[src/rtl/i2c_slave_regif.sv]
// I2C target bridging an external master to an 8-bit register file; auto-incrementing pointer.
// SCL/SDA are synchronised (2 flops) plus one edge-detect flop; outputs react the clk after a detected event.
module i2c_slave_regif #(
  parameter logic [6:0] SLAVE_ADDR = 7'h50,
  parameter int         ADDR_W     = 8,
  parameter int         DATA_W     = 8
) (
  input  logic              clk,
  input  logic              reset,
  input  logic              scl_in,
  input  logic              sda_in,
  output logic              sda_oe,
  output logic [ADDR_W-1:0] reg_addr,
  output logic [DATA_W-1:0] reg_wdata,
  output logic              reg_we,
  input  logic [DATA_W-1:0] reg_rdata,
  output logic              busy
);

  typedef enum logic [3:0] {
    S_IDLE,
    S_ADDR,
    S_ADDR_ACK,
    S_PTR,
    S_PTR_ACK,
    S_WDATA,
    S_WDATA_ACK,
    S_RDATA,
    S_RDATA_ACK
  } state_t;

  // [0],[1] synchroniser stages, [2] previous value for edge detection
  logic [2:0]        scl_sync_q, scl_sync_d;
  logic [2:0]        sda_sync_q, sda_sync_d;

  state_t            state_q, state_d;
  logic [3:0]        cnt_q, cnt_d;
  logic [DATA_W-1:0] shift_q, shift_d;
  logic [ADDR_W-1:0] ptr_q, ptr_d;
  logic [DATA_W-1:0] wdata_q, wdata_d;
  logic              we_q, we_d;
  logic              sda_oe_q, sda_oe_d;
  logic              busy_q, busy_d;
  logic              rw_q, rw_d;

  logic              scl_s, scl_p, sda_s, sda_p;
  logic              scl_rise, scl_fall, start_evt, stop_evt;
  logic              addr_match;

  assign scl_s     = scl_sync_q[1];
  assign scl_p     = scl_sync_q[2];
  assign sda_s     = sda_sync_q[1];
  assign sda_p     = sda_sync_q[2];
  assign scl_rise  = scl_s & ~scl_p;
  assign scl_fall  = ~scl_s & scl_p;
  assign start_evt = scl_s & scl_p & sda_p & ~sda_s;
  assign stop_evt  = scl_s & scl_p & ~sda_p & sda_s;
  assign addr_match = (shift_q[DATA_W-1:1] == SLAVE_ADDR);

  always_ff @(posedge clk) begin
    if (reset) begin
      scl_sync_q <= 3'b111;
      sda_sync_q <= 3'b111;
      state_q    <= S_IDLE;
      cnt_q      <= '0;
      shift_q    <= '0;
      ptr_q      <= '0;
      wdata_q    <= '0;
      we_q       <= 1'b0;
      sda_oe_q   <= 1'b0;
      busy_q     <= 1'b0;
      rw_q       <= 1'b0;
    end else begin
      scl_sync_q <= scl_sync_d;
      sda_sync_q <= sda_sync_d;
      state_q    <= state_d;
      cnt_q      <= cnt_d;
      shift_q    <= shift_d;
      ptr_q      <= ptr_d;
      wdata_q    <= wdata_d;
      we_q       <= we_d;
      sda_oe_q   <= sda_oe_d;
      busy_q     <= busy_d;
      rw_q       <= rw_d;
    end
  end

  always_comb begin
    scl_sync_d = {scl_sync_q[1:0], scl_in};
    sda_sync_d = {sda_sync_q[1:0], sda_in};
    state_d    = state_q;
    cnt_d      = cnt_q;
    shift_d    = shift_q;
    // the pointer advances the clk after a write strobe so the strobe sees the old value
    ptr_d      = we_q ? ptr_q + ADDR_W'(1) : ptr_q;
    wdata_d    = wdata_q;
    we_d       = 1'b0;
    sda_oe_d   = sda_oe_q;
    busy_d     = busy_q;
    rw_d       = rw_q;

    if (start_evt) begin
      state_d  = S_ADDR;
      cnt_d    = '0;
      sda_oe_d = 1'b0;
    end else if (stop_evt) begin
      state_d  = S_IDLE;
      cnt_d    = '0;
      sda_oe_d = 1'b0;
      busy_d   = 1'b0;
    end else begin
      case (state_q)
        S_IDLE: begin
        end

        S_ADDR, S_PTR, S_WDATA: begin
          if (scl_rise && cnt_q != 4'd8) begin
            shift_d = {shift_q[DATA_W-2:0], sda_s};
            cnt_d   = cnt_q + 4'd1;
          end else if (scl_fall && cnt_q == 4'd8) begin
            cnt_d = '0;
            if (state_q == S_ADDR) begin
              if (addr_match) begin
                state_d  = S_ADDR_ACK;
                sda_oe_d = 1'b1;
                busy_d   = 1'b1;
                rw_d     = shift_q[0];
              end else begin
                state_d = S_IDLE;
                busy_d  = 1'b0;
              end
            end else if (state_q == S_PTR) begin
              ptr_d    = ADDR_W'(shift_q);
              sda_oe_d = 1'b1;
              state_d  = S_PTR_ACK;
            end else begin
              wdata_d  = shift_q;
              we_d     = 1'b1;
              sda_oe_d = 1'b1;
              state_d  = S_WDATA_ACK;
            end
          end
        end

        S_ADDR_ACK: begin
          if (scl_fall) begin
            cnt_d = '0;
            if (rw_q) begin
              // first read byte goes out on the same fall that ends the ACK slot
              shift_d  = reg_rdata;
              ptr_d    = ptr_q + ADDR_W'(1);
              sda_oe_d = ~reg_rdata[DATA_W-1];
              state_d  = S_RDATA;
            end else begin
              sda_oe_d = 1'b0;
              state_d  = S_PTR;
            end
          end
        end

        S_PTR_ACK, S_WDATA_ACK: begin
          if (scl_fall) begin
            sda_oe_d = 1'b0;
            cnt_d    = '0;
            state_d  = S_WDATA;
          end
        end

        S_RDATA: begin
          if (scl_rise && cnt_q != 4'd8) begin
            cnt_d = cnt_q + 4'd1;
          end else if (scl_fall) begin
            if (cnt_q == 4'd0) begin
              sda_oe_d = ~shift_q[DATA_W-1];
            end else if (cnt_q == 4'd8) begin
              sda_oe_d = 1'b0;
              cnt_d    = '0;
              state_d  = S_RDATA_ACK;
            end else begin
              shift_d  = {shift_q[DATA_W-2:0], 1'b0};
              sda_oe_d = ~shift_q[DATA_W-2];
            end
          end
        end

        S_RDATA_ACK: begin
          if (scl_rise) begin
            if (!sda_s) begin
              // bit 7 of the next byte is driven on the following fall (cnt = 0)
              shift_d = reg_rdata;
              ptr_d   = ptr_q + ADDR_W'(1);
              cnt_d   = '0;
              state_d = S_RDATA;
            end else begin
              busy_d  = 1'b0;
              state_d = S_IDLE;
            end
          end
        end

        default: begin
          state_d  = S_IDLE;
          sda_oe_d = 1'b0;
          busy_d   = 1'b0;
        end
      endcase
    end
  end

  assign sda_oe    = sda_oe_q;
  assign reg_addr  = ptr_q;
  assign reg_wdata = wdata_q;
  assign reg_we    = we_q;
  assign busy      = busy_q;

endmodule

[config.mk]
export PLATFORM = sky130hd
export DESIGN_NAME = i2c_slave_regif
export DESIGN_NICKNAME = d
export VERILOG_FILES = /design/src/rtl/i2c_slave_regif.sv
export SDC_FILE = /design/constraint.sdc
export NUM_CORES = 1
export LEC_CHECK = 0
export ABC_AREA = 1
export CAP_MARGIN = 20
export CORE_MARGIN = 3
export CORE_UTILIZATION = 30
export DETAILED_ROUTE_END_ITERATION = 12
export GPL_TIMING_DRIVEN = 1
export PLACE_DENSITY = 0.46
export SYNTH_ARGS = -nofsm -noshare
export SYNTH_HDL_FRONTEND = slang
export SYNTH_SLANG_ARGS = --single-unit
[constraint.sdc]
create_clock -name clk -period 3.4 [get_ports clk]
set_input_delay 0.68 -clock clk [delete_from_list [all_inputs] [get_ports clk]]
set_output_delay 0.68 -clock clk [all_outputs]
set_load 0.01 [all_outputs]
==> results of run 1 <==
-- cell usage after synthesis --
library cell | number | share of area, %
a21oi_1 | 19 | 3.2
buf_2 | 4 | 0.67
buf_4 | 3 | 0.76
clkbuf_1 | 2 | 0.25
clkinv_1 | 1 | 0.13
dfxtp_1 | 42 | 28
ha_1 | 3 | 1.3
inv_1 | 50 | 6.3
inv_2 | 3 | 0.38
inv_4 | 2 | 0.42
nand2_1 | 150 | 19
nand2_2 | 6 | 1.3
nand2_4 | 2 | 0.76
nand3_1 | 51 | 8.6
nand3_2 | 2 | 0.67
nand3_4 | 1 | 0.59
nand3b_1 | 7 | 1.8
nand4_1 | 3 | 0.63
nor2_1 | 81 | 10
nor2_2 | 9 | 1.9
nor2_4 | 2 | 0.76
nor3_1 | 4 | 0.67
nor3_4 | 1 | 0.55
o211ai_1 | 6 | 1.5
o21ai_0 | 37 | 6.2
o21ai_1 | 2 | 0.34
o21bai_1 | 1 | 0.25
o31ai_1 | 1 | 0.25
or2_2 | 5 | 1.1
xnor2_1 | 4 | 1.2
xor2_1 | 1 | 0.29
-- worst paths after layout --
kind                            startpoint                  endpoint  slack (ns)  cells past startpoint
setup / recovery         reg_we$_SDFF_PP0_                    reg_we        1.11                      1
hold / removal    scl_sync_q[0]$_SDFF_PP1_  scl_sync_q[1]$_SDFF_PP1_        0.42                      1
setup reg to reg   state_q[3]$_SDFFE_PP0P_    reg_addr[3]$_SDFF_PP0_        1.31                      8
hold reg to reg   scl_sync_q[0]$_SDFF_PP1_  scl_sync_q[1]$_SDFF_PP1_        0.42                      1
-- report_power, final --
part / switching, mW / internal, mW / total (mW)
Sequential: 0.116 / 0.583 / 0.699
Clock: 0.195 / 0.220 / 0.415
Combinational: 0.611 / 0.369 / 0.979
-- flip-flops by register name (all words and copies together), names as in the netlist --
signal      flops
reg_addr        8
reg_wdata       8
shift_q         8
cnt_q           4
state_q         4
scl_sync_q      3
sda_sync_q      3
busy            1
reg_we          1
rw_q            1
sda_oe          1
-- metal layers --
| metal | global-route usage, % | routed length (um) | share of wire (%) | up-vias |
|---|---|---|---|---|
| li1 | - | - | - | 1674 |
| met1 | 22.7 | 4360 | 50 | 1422 |
| met2 | 25.2 | 3860 | 44 | 77 |
| met3 | 2.20 | 458 | 5.2 | 4 |
| met4 | 3.70 | 55 | 0.63 | 0 |
| met5 | 0 | 0 | 0 | - |
-- cell type report --
type,count,area (sq um),share of cell area [%]
clock buffers,6,72.6,2.07
clock inverters,2,37.5,1.07
inverters,56,215,6.13
multi-input cells,398,1870,53.2
flip-flops and latches,42,841,23.9
well taps,129,161,4.60
repair buffers,32,315,8.98
-- logic make-up (layout without fill, tap and decap cells) --
group | Yosys count | after routing | synth area share [%]
and+or+nand+nor | 324 | 324 | 48.3
AOI/OAI and AO/OA | 66 | 66 | 11.8
buffers and inverters | 65 | 96 | 8.91
DFF | 42 | 42 | 28.3
xor gates and xnor gates | 5 | 5 | 1.47
adders and majority gates | 3 | 3 | 1.26
==> results by group, run 1 <==
Status
  – Status: complete, no violations

Final layout
  – Nets: 550
  – Diode count: 0
  – Most common cell after layout, fill and taps aside: nand2_1
  – Layout overhead on the synthesized area: 18.0%
  – Post-layout util: 37.1%
  – Layout cells sized above 1: 7.84%
  – Most frequent cells in the layout: nand2_1 (150), nor2_1 (81), nand3_1 (51)
  – Non-filler cells in the finished layout: 665
  – Fill count: 1082
  – Post-route design area: 0.00351 sq mm

Synthesis
  – Mapped Cells: 505
  – Synth Register Bits: 42
  – Synth cell types: 31
  – Syn. warnings: 0
  – Register area share after synthesis: 28.3%
  – Mapped cell area: 0.00298 sq mm
  – Syn_nets: 520
  – Avg Inst Size Synth: 5.89 sq um

STA
  – Final slew viol count: 0
  – Setup-failing EPs final: 0
  – RSZ-0062 raised after global routing: no
  – Sum of negative setup slack: 0 ns
  – Hold_ws: 0.417 ns
  – Least-Margin Pin Slew: 0.631 ns
  – Final worst-path setup slack: 1.11 ns
  – Final Skew: 0.00535 ns
  – Final Hold Fails: 0
  – Period minus WS final: 2.29 ns
  – Max-slew headroom: 57.8%
  – Final Cycle Share: 67.2%
  – FMAX: 437 MHz

Power
  – Maximum vdd ir drop: 0.193 mV
  – Leakage: 1.68 nW
  – PwrDens: 596 mW/mm^2
  – Tot Pwr: 2.09 mW

Global routing
  – Largest net degree at the start of global routing: 29
  – GRT Total Usage: 15.9%
  – First-pass GRT wire length: 14500 um
  – GRT Residual Overflow: 0
  – Number of global-route vias before repair: 2911
  – Initial antenna violation count: 0

Routing
  – DRC violations left: 0
  – Detailed Routing Iterations Pass 1: 5
  – Routed wire length: 8730 um
  – Routed WL per cell: 13.1 um
  – Antenna violation net count after detailed routing: 0
  – DR vias: 3177
  – Initial drt markers: 193
  – Via density per instance: 4.78

Clock network
  – Resize count post-CTS: 0
  – Worst-path clk slew: 0.09 ns
  – Clk root buf: clkbuf_8
  – Setup Fix Bufs, Post-CTS: 0
  – Post-CTS Hold Fix Bufs: 0
  – CTS sink cnt: 42
  – H-tree depth: 2
  – Clock Latency Late Sink: 0.30 ns
  – Max clock buf depth: 2
  – Total CTS buffers: 5
  – CTS tree: done

Floorplan
  – Die height: 106 um
  – Top Ports: 31
  – Core area: 0.00946 sq mm
  – Die W: 106 um
  – Die Area: 0.0111 sq mm
  – Row count: 35
  – Initial core utilization: 31.5%

Critical path
  – Max incr delay on CP: 0.66 ns
  – Worst setup EP type: primary output
  – CP top delay family: flip-flops
  – Critical path's slowest cell: dfxtp_1
  – Crit-path cells: clkdlybuf4s50_1
  – Buffers & Inverters on Critical Path: 1
  – Max FO, Critical Path: 11
  – Arr. time, crit path: 1.61 ns
  – Worst path required time: 2.72 ns
  – Critical path launch point type: flop
  – Kind of critical path: flop to primary output

Place
  – Dpl ws: 1.32 ns
  – Port Buffers: 30
  – Placed Cells: 657
  – Dpl hpwl: 6630 um
  – Routability congestion estimate: 0.832
  – DP Area: 0.00340 sq mm

Run
  – Max-cap violations: 0

Worst hold path
  – Hold Path Class: flop to flop
(Power assumes the default switching activity.)
==> run 2, diff against run 1 <==
--- a/config.mk
+++ b/config.mk
@@ -11,7 +11,7 @@
 export CORE_UTILIZATION = 30
 export DETAILED_ROUTE_END_ITERATION = 12
 export GPL_TIMING_DRIVEN = 1
-export PLACE_DENSITY = 0.46
+export PLACE_DENSITY = 0.47
 export SYNTH_ARGS = -nofsm -noshare
 export SYNTH_HDL_FRONTEND = slang
 export SYNTH_SLANG_ARGS = --single-unit
==> constraint.sdc (replaced) <==
create_clock -name clk -period 2.09 [get_ports clk]
set_input_delay 0.418 -clock clk [delete_from_list [all_inputs] [get_ports clk]]
set_output_delay 0.418 -clock clk [all_outputs]
set_load 0.01 [all_outputs]
==> results by group, run 2 (same netlist as run 1, synthesis figures left out) <==
Status
  – Status: complete, no violations (unchanged)

Final layout
  – Nets: 561 (was 550)
  – Post-route design area: 0.00360 sq mm (was 0.00351 sq mm)
  – Non-filler cells in the finished layout: 676 (was 665)
  – Layout overhead on the synthesized area: 21.2% (was 18.0%)
  – Diode count: 0 (unchanged)
  – Most common cell after layout, fill and taps aside: nand2_1 (unchanged)
  – Most frequent cells in the layout: nand2_1 (149), nor2_1 (80), nand3_1 (51) (was nand2_1 (150), nor2_1 (81), nand3_1 (51))
  – Layout cells sized above 1: 10.1% (was 7.84%)

Clock network
  – Clock Latency Late Sink: 0.31 ns (was 0.30 ns)
  – Max clock buf depth: 2 (unchanged)
  – Clk root buf: clkbuf_8 (unchanged)
  – Setup Fix Bufs, Post-CTS: 0 (unchanged)
  – H-tree depth: 2 (unchanged)
  – Worst-path clk slew: 0.10 ns (was 0.09 ns)
  – CTS sink cnt: 42 (unchanged)
  – Post-CTS Hold Fix Bufs: 0 (unchanged)
  – Total CTS buffers: 5 (unchanged)
  – CTS tree: done (unchanged)

Critical path
  – Crit-path cells: inv_1 -> ha_1 -> nand3_2 -> inv_1 -> nand2_1 -> nand2_2 -> nand3_1 -> nand2_1 -> nand2_1 -> nand2_1 -> nand2_1 -> nor2_1 (was clkdlybuf4s50_1)
  – Critical path's slowest cell: dfxtp_1 (unchanged)
  – Worst setup EP type: flop (was primary output)
  – Arr. time, crit path: 2.08 ns (was 1.61 ns)
  – Critical path launch point type: flop (unchanged)
  – Kind of critical path: flop to flop (was flop to primary output)
  – Worst path required time: 2.29 ns (was 2.72 ns)
  – Most used cell along the critical path: nand2_1
  – Max incr delay on CP: 0.41 ns (was 0.66 ns)
  – Max FO, Critical Path: 5 (was 11)

Global routing
  – First-pass GRT wire length: 15100 um (was 14500 um)
  – GRT Total Usage: 16.5% (was 15.9%)
  – GRT Residual Overflow: 0 (unchanged)
  – Largest net degree at the start of global routing: 29 (unchanged)
  – Initial antenna violation count: 0 (unchanged)
  – Number of global-route vias before repair: 2992 (was 2911)

Routing
  – Detailed Routing Iterations Pass 1: 5 (unchanged)
  – Via density per instance: 4.65 (was 4.78)
  – Antenna violation net count after detailed routing: 0 (unchanged)
  – Initial drt markers: 148 (was 193)
  – Routed WL per cell: 13.3 um (was 13.1 um)
  – Routed wire length: 8990 um (was 8730 um)
  – DRC violations left: 0 (unchanged)
  – DR vias: 3144 (was 3177)

Place
  – Routability congestion estimate: 0.894 (was 0.832)
  – Dpl ws: 0.148 ns (was 1.32 ns)
  – Port Buffers: 30 (unchanged)
  – Placed Cells: 668 (was 657)
  – Dpl hpwl: 6840 um (was 6630 um)
  – DP Area: 0.00348 sq mm (was 0.00340 sq mm)

Floorplan
  – Core area: 0.00946 sq mm (unchanged)
  – Row count: 35 (unchanged)
  – Top Ports: 31 (unchanged)
  – Initial core utilization: 31.5% (unchanged)
  – Die W: 106 um (unchanged)
  – Die Area: 0.0111 sq mm (unchanged)
  – Die height: 106 um (unchanged)

Power
  – Leakage: 1.73 nW (was 1.68 nW)
  – PwrDens: 965 mW/mm^2 (was 596 mW/mm^2)
  – Maximum vdd ir drop: 0.405 mV (was 0.193 mV)
  – Tot Pwr: 3.48 mW (was 2.09 mW)

STA
  – Final Skew: 0.00968 ns (was 0.00535 ns)
  – Period minus WS final: 1.88 ns
  – Least-Margin Pin Slew: 0.400 ns (was 0.631 ns)
  – RSZ-0062 raised after global routing: no (unchanged)
  – Final slew viol count: 0 (unchanged)
  – Max-slew headroom: 73.1% (was 57.8%)
  – Final Cycle Share: 90.1%
  – Final worst-path setup slack: 0.207 ns (was 1.11 ns)
  – Setup-failing EPs final: 0 (unchanged)
  – FMAX: 531 MHz
  – Sum of negative setup slack: 0 ns (unchanged)
  – Final Hold Fails: 0 (unchanged)

Worst hold path
  – Hold Path Class: flop to flop (unchanged)

Run
  – Max-cap violations: 0 (unchanged)
## run 2: cell count changes in the layout (fill, tap and decap cells not counted), sizes merged
cell / previous run / this run
buf: 2 / 13
## run 2: repair_timing
action / in CTS / in global routing
gates resized for setup: 0 / 3
endpoints found under the setup margin: 0 / 5
hold endpoints to repair: 0 / 0
## run 2: worst paths after layout
check	start	to	slack [ns]	cells past startpoint
worst max register to register	cnt_q[0]$_SDFFE_PP0P_	cnt_q[1]$_SDFFE_PP0P_	0.21	12
worst max-delay path	cnt_q[0]$_SDFFE_PP0P_	cnt_q[1]$_SDFFE_PP0P_	0.21	12
worst min register to register	sda_sync_q[0]$_SDFF_PP1_	sda_sync_q[1]$_SDFF_PP1_	0.42	1
worst min-delay path	sda_sync_q[0]$_SDFF_PP1_	sda_sync_q[1]$_SDFF_PP1_	0.42	1
## run 2: stage by stage
| step | utilization [%] | hold slack [ns] |
|---|---|---|
| floorplan | - | 0.389 |
| global placement | 36.8 | 0.392 |
| detailed placement | 36.8 | 0.397 |
| CTS | 38.0 | 0.421 |
| global route | 38.1 | 0.430 |
| finish | 38.1 | 0.418 |
## run 2: per-layer routing
layer / vias up / track usage, % / routed length (um)
li1: 1692 / - / -
met1: 1386 / 23.6 / 4640
met2: 61 / 26.2 / 3950
met3: 5 / 2.82 / 334
met4: 0 / 3.24 / 63
met5: - / 0 / 0
## run 2: final cells by class
type | instances | area (sq um)
sequential | 42 | 841
inverter | 56 | 215
clock buffer | 6 | 72.6
multi-input combinational | 398 | 1880
timing repair buffer | 43 | 398
fill | 1092 | 5850
clock inverter | 2 | 37.5
tap | 129 | 161
## run 2: critical path: cells and delay by family, from the launching register on
kind	cells	cell delay [ns]
fa+ha+maj	1	0.22
simple gates	9	1.00
buf+inv	2	0.12
flops	1	0.41
## run 2: where the power goes
group	total, mW	internal [mW]	switching [mW]
sequential	1.12	0.948	0.168
combinational	1.69	0.653	1.03
clock	0.677	0.357	0.320
